### config.mk
export PLATFORM = sky130hd
export DESIGN_NAME = hazard_stall_ctrl
export DESIGN_NICKNAME = d
export VERILOG_FILES = /design/src/rtl/hazard_ctrl_pkg.sv /design/src/rtl/hazard_stall_ctrl_miss_watchdog.sv /design/src/rtl/hazard_stall_ctrl.sv
export SDC_FILE = /design/constraint.sdc
export NUM_CORES = 1
export LEC_CHECK = 0
export CAP_MARGIN = 0
export CORE_MARGIN = 2
export CORE_UTILIZATION = 30
export CTS_BUF_LIST = sky130_fd_sc_hd__clkbuf_8
export DETAILED_ROUTE_END_ITERATION = 6
export PLACE_DENSITY = 0.53
export SLEW_MARGIN = 0
export SYNTH_ARGS = -nofsm -noshare
export SYNTH_HDL_FRONTEND = slang
export SYNTH_SLANG_ARGS = --single-unit
### constraint.sdc
create_clock -name clk_i -period 2.8 [get_ports clk_i]
set_clock_uncertainty 0.15 [all_clocks]
set_input_delay 0.84 -clock clk_i [delete_from_list [all_inputs] [get_ports clk_i]]
set_output_delay 0.84 -clock clk_i [all_outputs]
set_load 0.01 [all_outputs]
### src/rtl/hazard_ctrl_pkg.sv
// Shared definitions for the pipeline hazard/stall controller: FSM encoding,
// default parameters and the register-zero constant.
package hazard_ctrl_pkg;

  typedef enum logic {
    RUN  = 1'b0,
    MISS = 1'b1
  } ctrl_state_t;

  localparam int          MISS_TIMEOUT_DEF = 1023;
  localparam int          CNT_W_DEF        = 32;
  localparam int          WD_W             = 10;
  localparam logic [4:0]  REG_ZERO         = 5'd0;

endpackage

### src/rtl/hazard_stall_ctrl_miss_watchdog.sv
// Miss-duration watchdog: saturating cycle counter with a sticky timeout flag.
// The flag is visible in the same cycle the count reaches LIMIT.
module miss_watchdog
  import hazard_ctrl_pkg::*;
#(
  parameter int LIMIT = MISS_TIMEOUT_DEF
) (
  input  logic clk_i,
  input  logic rst_i,
  input  logic clear_i,
  input  logic en_i,
  output logic flag_o
);

  localparam logic [WD_W-1:0] LIM    = WD_W'(LIMIT);
  localparam logic [WD_W-1:0] LIM_M1 = WD_W'(LIMIT - 1);

  logic [WD_W-1:0] cnt;
  logic            sticky;
  logic            hit;

  // en_i marks the current miss cycle; this one completes LIMIT cycles when cnt == LIMIT-1
  assign hit    = en_i & (cnt == LIM_M1);
  assign flag_o = sticky | hit;

  always_ff @(posedge clk_i or posedge rst_i) begin
    if (rst_i) begin
      cnt    <= '0;
      sticky <= 1'b0;
    end else begin
      if (clear_i)
        cnt <= '0;
      else if (en_i && cnt != LIM)
        cnt <= cnt + 1'b1;
      if (hit)
        sticky <= 1'b1;
    end
  end

endmodule

### src/rtl/hazard_stall_ctrl.sv
// Pipeline advance/stall/bubble/flush controller with data-cache miss FSM.
// Optional performance counters are built when HAZARD_CTRL_PERF_CNT_EN is defined.
module hazard_stall_ctrl
  import hazard_ctrl_pkg::*;
#(
  parameter int MISS_TIMEOUT = MISS_TIMEOUT_DEF,
  parameter int CNT_W        = CNT_W_DEF
) (
  input  logic       clk_i,
  input  logic       rst_i,
  input  logic [4:0] id_rs_i,
  input  logic [4:0] id_rt_i,
  input  logic [4:0] ex_rt_i,
  input  logic       ex_memread_i,
  input  logic       branch_taken_i,
  input  logic       dcache_stall_i,
  output logic       pc_write_o,
  output logic       ifid_write_o,
  output logic       ifid_flush_o,
  output logic       idex_bubble_o,
  output logic       back_freeze_o,
  output logic       miss_state_o,
  output logic       timeout_o
`ifdef HAZARD_CTRL_PERF_CNT_EN
  ,
  output logic [CNT_W-1:0] loaduse_cnt_o,
  output logic [CNT_W-1:0] miss_cnt_o
`endif
);

  ctrl_state_t state;
  logic        hazard;

  assign hazard = ex_memread_i & (ex_rt_i != REG_ZERO)
                & ((ex_rt_i == id_rs_i) | (ex_rt_i == id_rt_i));

  // Priority stall > hazard > branch; everything held low while in reset
  always_comb begin
    pc_write_o    = 1'b0;
    ifid_write_o  = 1'b0;
    ifid_flush_o  = 1'b0;
    idex_bubble_o = 1'b0;
    back_freeze_o = 1'b0;
    if (!rst_i) begin
      if (dcache_stall_i) begin
        back_freeze_o = 1'b1;
      end else if (hazard) begin
        idex_bubble_o = 1'b1;
      end else begin
        pc_write_o   = 1'b1;
        ifid_write_o = 1'b1;
        ifid_flush_o = branch_taken_i;
      end
    end
  end

  assign miss_state_o = (state == MISS);

  always_ff @(posedge clk_i or posedge rst_i) begin
    if (rst_i)
      state <= RUN;
    else
      state <= dcache_stall_i ? MISS : RUN;
  end

  miss_watchdog #(
    .LIMIT (MISS_TIMEOUT)
  ) u_watchdog (
    .clk_i   (clk_i),
    .rst_i   (rst_i),
    .clear_i ((state == RUN) & dcache_stall_i),
    .en_i    (state == MISS),
    .flag_o  (timeout_o)
  );

`ifdef HAZARD_CTRL_PERF_CNT_EN
  always_ff @(posedge clk_i or posedge rst_i) begin
    if (rst_i) begin
      loaduse_cnt_o <= '0;
      miss_cnt_o    <= '0;
    end else begin
      if (idex_bubble_o)
        loaduse_cnt_o <= loaduse_cnt_o + CNT_W'(1);
      if (back_freeze_o)
        miss_cnt_o <= miss_cnt_o + CNT_W'(1);
    end
  end
`endif

endmodule

=== Word-level counts from Yosys, hierarchy flattened ===
Cells that the tools add are included.

* Add/subtract/negate cells: 1
* Equality and inequality tests: 4
* Multiplexer cells: 13
* Bitwise gates (word level): 7
* Reduce and logical (&&, ||, !) cells: 3

{| class="wikitable"
|+ Operators with widths
! kind !! count
|-
| $mux W10 || 2
|-
| $mux W1 || 11
|-
| $add A10 B1 Y10 const B || 1
|-
| $eq A10 B10 Y1 const B || 1
|-
| $eq A5 B5 Y1 || 2
|-
| $ne A10 B10 Y1 const B || 1
|-
| $reduce_bool A5 Y1 || 1
|-
| $and A1 B1 Y1 || 4
|-
| $or A1 B1 Y1 || 2
|-
| $reduce_bool A2 Y1 || 1
|-
| $logic_and A1 B1 Y1 || 1
|-
| $not A1 Y1 || 1
|}

* Flip-flop bits (word level): 12
* Input bits: 20
* Output and inout bits: 7
* Word-level logic and storage cells: 31

=== Depth between registers and ports, before layout ===
* Word-level depth: 6
* Depth in mapped cells: 5
* Gate-level depth less buffers: 5

=== Modules after synthesis ===
From an unflattened synthesis, not the netlist that was laid out.

* Cell total of the unflattened synthesis: 100
* Area total of the unflattened synthesis: 928.4 um2

{| class="wikitable"
|+ Modules (own cells, without submodules)
! module !! instances !! cells each !! area each (um2) !! sequential area each (um2)
|-
| miss_watchdog || 1 || 73 || 726.9 || 275.3
|-
| hazard_stall_ctrl || 1 || 27 || 201.4 || 25.0
|}

=== Worst setup path after synthesis ===
OpenSTA, ideal clock, no wires.

* Kind: input to output
* From: in ex_rt_i[1]
* To: out pc_write_o
* Arrival time: 2.097 ns
* Required time: 1.810 ns
* Setup slack: -0.287 ns
* Stages: 4
* Buffers on the path: 1
* Cell sequence: or4_1 > o21a_1 > a21boi_0 > buf_4

* Cells in the longest elaborated chain, start to end: 6
* Elaborated cells between the ends (all ways): 9
* Classes of those cells: eq/ne (2); mux (3); bitwise (3); reduce/logical (1)

{| class="wikitable"
|+ Ends and longest elaborated chain
! item !! line !! text
|-
| start: declaration || hazard_stall_ctrl.sv:13 || <nowiki>input logic [4:0] ex_rt_i,</nowiki>
|-
| $eq A5 B5 Y1 or $reduce_bool A5 Y1 (tied branches) || hazard_stall_ctrl.sv:35, hazard_stall_ctrl.sv:34 ||
|-
| $or A1 B1 Y1 or $and A1 B1 Y1 (tied branches) || hazard_stall_ctrl.sv:35, hazard_stall_ctrl.sv:34 ||
|-
| $and A1 B1 Y1 (*) || hazard_stall_ctrl.sv:35 || <nowiki>& ((ex_rt_i == id_rs_i) | (ex_rt_i == id_rt_i));</nowiki>
|-
| $mux W1 (*) (3 in a row) || - ||
|-
| end: declaration || hazard_stall_ctrl.sv:17 || <nowiki>output logic pc_write_o,</nowiki>
|}

Mark *: on every way between the ends. The rest lies on a longest branch, timed or not.

=== Worst setup path in the final report ===
* From: in ex_rt_i[2]
* To: out ifid_write_o

* Cells in the longest elaborated chain, start to end: 6
* Elaborated cells between the ends (all ways): 9
* Classes of those cells: eq/ne (2); mux (3); bitwise (3); reduce/logical (1)

{| class="wikitable"
|+ Ends and longest elaborated chain
! item !! line !! text
|-
| $eq A5 B5 Y1 or $reduce_bool A5 Y1 (tied branches) || hazard_stall_ctrl.sv:35, hazard_stall_ctrl.sv:34 ||
|-
| $or A1 B1 Y1 or $and A1 B1 Y1 (tied branches) || hazard_stall_ctrl.sv:35, hazard_stall_ctrl.sv:34 ||
|-
| $and A1 B1 Y1 (*) || hazard_stall_ctrl.sv:35 ||
|-
| $mux W1 (*) || hazard_stall_ctrl.sv:47 || <nowiki>end else if (hazard) begin</nowiki>
|-
| $mux W1 (*) || hazard_stall_ctrl.sv:45 || <nowiki>if (dcache_stall_i) begin</nowiki>
|-
| $mux W1 (*) || hazard_stall_ctrl.sv:44 || <nowiki>if (!rst_i) begin</nowiki>
|-
| end: declaration || hazard_stall_ctrl.sv:18 || <nowiki>output logic ifid_write_o,</nowiki>
|}

Marks and branches as above.

==> impl_metrics.tcl <==
set metrics [dict create \
    violations "setup timing" \
    cp_max_fo 3 \
    synthFlopType "dfrtp_1" \
    path_class "in -> out" \
    peakVddDrop_v 0.000229 \
    htreeDepth 1 \
    grt_max_degree 13 \
    setup_violations 4 \
    post-route-cell-area_um2 1270 \
    start_kind "primary input" \
    numCtsBuffers 3 \
    synth_nets 113 \
    synth_cell_types 41 \
    drive_above_1_share 0.336 \
    ys_ff_latch 12 \
    drv_cap 0 \
    initial_core_util 0.311 \
    power_leakage_uw 0.000591 \
    fillers 286 \
    yosysWarningCount 0 \
    synth_cells 91 \
    synth_edf_count 0 \
    gr-total-overflow 0 \
    track_usage 0.136 \
    slew_headroom 0.690 \
    period_minus_slack_ns 2.94 \
    drc 0 \
    layout.cells.non_filler 162 \
    post_drt_wl_per_cell_um 13.5 \
    status "finished with violations" \
    cts.sinks 12 \
    clk_path_buf_depth 2 \
    slew_violations 0 \
    timing.final.hold_violations 0 \
    core.rowCount 19 \
    first_pass_iters 4 \
    fp.dieW_um 57.0 \
    grt_pass1_wl_mm 3.50 \
    clk_transition_reported_paths_ns 0.05 \
    max_slew.worst_pin.slew_ns 0.464 \
    syn_to_final_growth_pct 51.0 \
    vias 831 \
    synth.cell_area_um2 843 \
    arrival_ns 1.95 \
    dpl_cell_area_um2 1190 \
    clock.fmax_mhz 340 \
    syn_area_per_cell_um2 9.27 \
    drt-initial-drc-count 19 \
    power_density_nw_per_um2 403 \
    seq_area_um2 302 \
    drt-total-wl_mm 2.18 \
    endpoint_kind "output pin" \
    place_ws_ns -0.927 \
    nets 155 \
    viasPerCell 5.13 \
    rsz0062_at_grt "yes" \
    num_io_pins 27 \
    numPlacedInstances 153 \
    antenna_found_initial 0 \
    synthArstFlopShare 1.00 \
    fp.dieH_um 57.0 \
    clkLatencyLatePin_ns 0.24 \
    dieArea_um2 3250 \
    antenna_left 0 \
    clockRootBuffer "clkbuf_8" \
    cts_tree "built" \
    dp_hpwl_mm 1.69 \
    r2r_setup_slack_ns 0.96 \
    multiInputGateArea_um2 566 \
    antennaDiodeCount 0 \
    fin_util 0.470 \
    port_buffers 26 \
    cp.required_ns 1.81 \
    grt_pass1_vias 776 \
    yosysSeqAreaShare 0.356 \
    ctsHoldBuffers 0 \
    hold_class "reg -> reg" \
    layout_setup_ws_ns -0.137 \
    period_share 1.05 \
    core_um2 2710 \
    gp_congestion 0.751 \
]
-- cells in the mapped netlist (2+ instances only) --
library cell | n | area, µm²
xnor2_1 | 10 | 87.6
dfrtp_1 | 12 | 300
nor2_1 | 2 | 7.51
a41o_1 | 2 | 20.0
nand2_1 | 8 | 30.0
nand2b_1 | 2 | 12.5
nor2b_1 | 2 | 12.5
nand3_1 | 5 | 25.0
a21oi_1 | 5 | 25.0
or3_1 | 3 | 18.8
inv_1 | 3 | 11.3
o41ai_1 | 2 | 17.5
ha_1 | 2 | 25.0
and3_1 | 2 | 12.5
o21ai_0 | 5 | 25.0
-- cells by family after synthesis --
kind of cell    share of synthesized area
flops                               0.356
simple gates                        0.252
compound gates                      0.214
fa+ha+maj                          0.0297
buf+inv                            0.0326
mux                                0.0119
xor+xnor                            0.104
-- flip-flops by register name, summed over array words and instances (netlist names) --
| register | flops |
|---|---|
| u_watchdog.cnt | 10 |
| miss_state_o | 1 |
| u_watchdog.sticky | 1 |
-- cell usage in the layout, fill, tap and decap left out, types with 4 or more instances in the layout --
| cell | synthesis | final |
|---|---|---|
| a21oi_1 | 5 | 4 |
| clkdlybuf4s50_1 | 0 | 5 |
| o21ai_0 | 5 | 5 |
| buf_2 | 1 | 8 |
| buf_4 | 1 | 13 |
| xnor2_1 | 10 | 7 |
| nand3_1 | 5 | 5 |
| dfrtp_1 | 12 | 11 |
| dlygate4sd2_1 | 0 | 10 |
| nand2_1 | 8 | 8 |
-- power breakdown --
part	internal, µW	leakage, µW	switching (µW)	total, µW
sequential	192	0.000160	28.4	221
clock	95.1	0.0000216	66.5	162
combinational	71.8	0.000410	59.2	131
total	359	0.000591	154	513
-- per-stage QoR --
step                hold slack (ns)  total power, µW  TNS, ns
detailed placement            0.315              356    -3.93
CTS                           0.326              508   -0.659
finish                        0.319              513   -0.526
global placement              0.301              355    -3.74
global route                  0.360              544   -0.657
floorplan                     0.288              292  -0.0769
-- worst max-delay path: stages --
cell and delay (ns):
buf_6 0.09, or4_4 0.52, o21a_4 0.22, a21boi_2 0.13, buf_2 0.15
-- what timing repair did --
action	in CTS	in global routing
endpoints found under the setup margin	6	5
resized for setup	53	8
pin swaps	17	8
buffers inserted	1	5
-- path summary, 6_finish.rpt --
kind                                      to  depth (start not counted)               from
setup / recovery                ifid_write_o                          5         ex_rt_i[2]
hold / removal             u_watchdog.sticky                          1  u_watchdog.sticky
hold reg to reg            u_watchdog.sticky                          1  u_watchdog.sticky
min in group asynchronous  u_watchdog.cnt[7]                          3              rst_i
setup reg to reg           u_watchdog.cnt[9]                          4       miss_state_o
max in group asynchronous  u_watchdog.cnt[5]                          3              rst_i
-- layer usage --
layer / vias to the layer above / wire length [µm] / GRT usage / share of wire
met4: 0 / 17 / 0.0299 / 0.0078
li1: 419 / - / - / -
met5: - / 0 / 0 / 0
met2: 8 / 1180 / 0.236 / 0.54
met1: 401 / 945 / 0.178 / 0.43
met3: 3 / 39 / 0.0204 / 0.018
-- layout make-up --
| class | instances | share of cell area |
|---|---|---|
| multi-input combinational | 73 | 0.444 |
| timing repair buffer | 40 | 0.248 |
| sequential | 12 | 0.237 |
| clock buffer | 3 | 0.0324 |
| tap | 31 | 0.0305 |
| inverter | 3 | 0.00884 |
(Power assumes the default switching activity.)
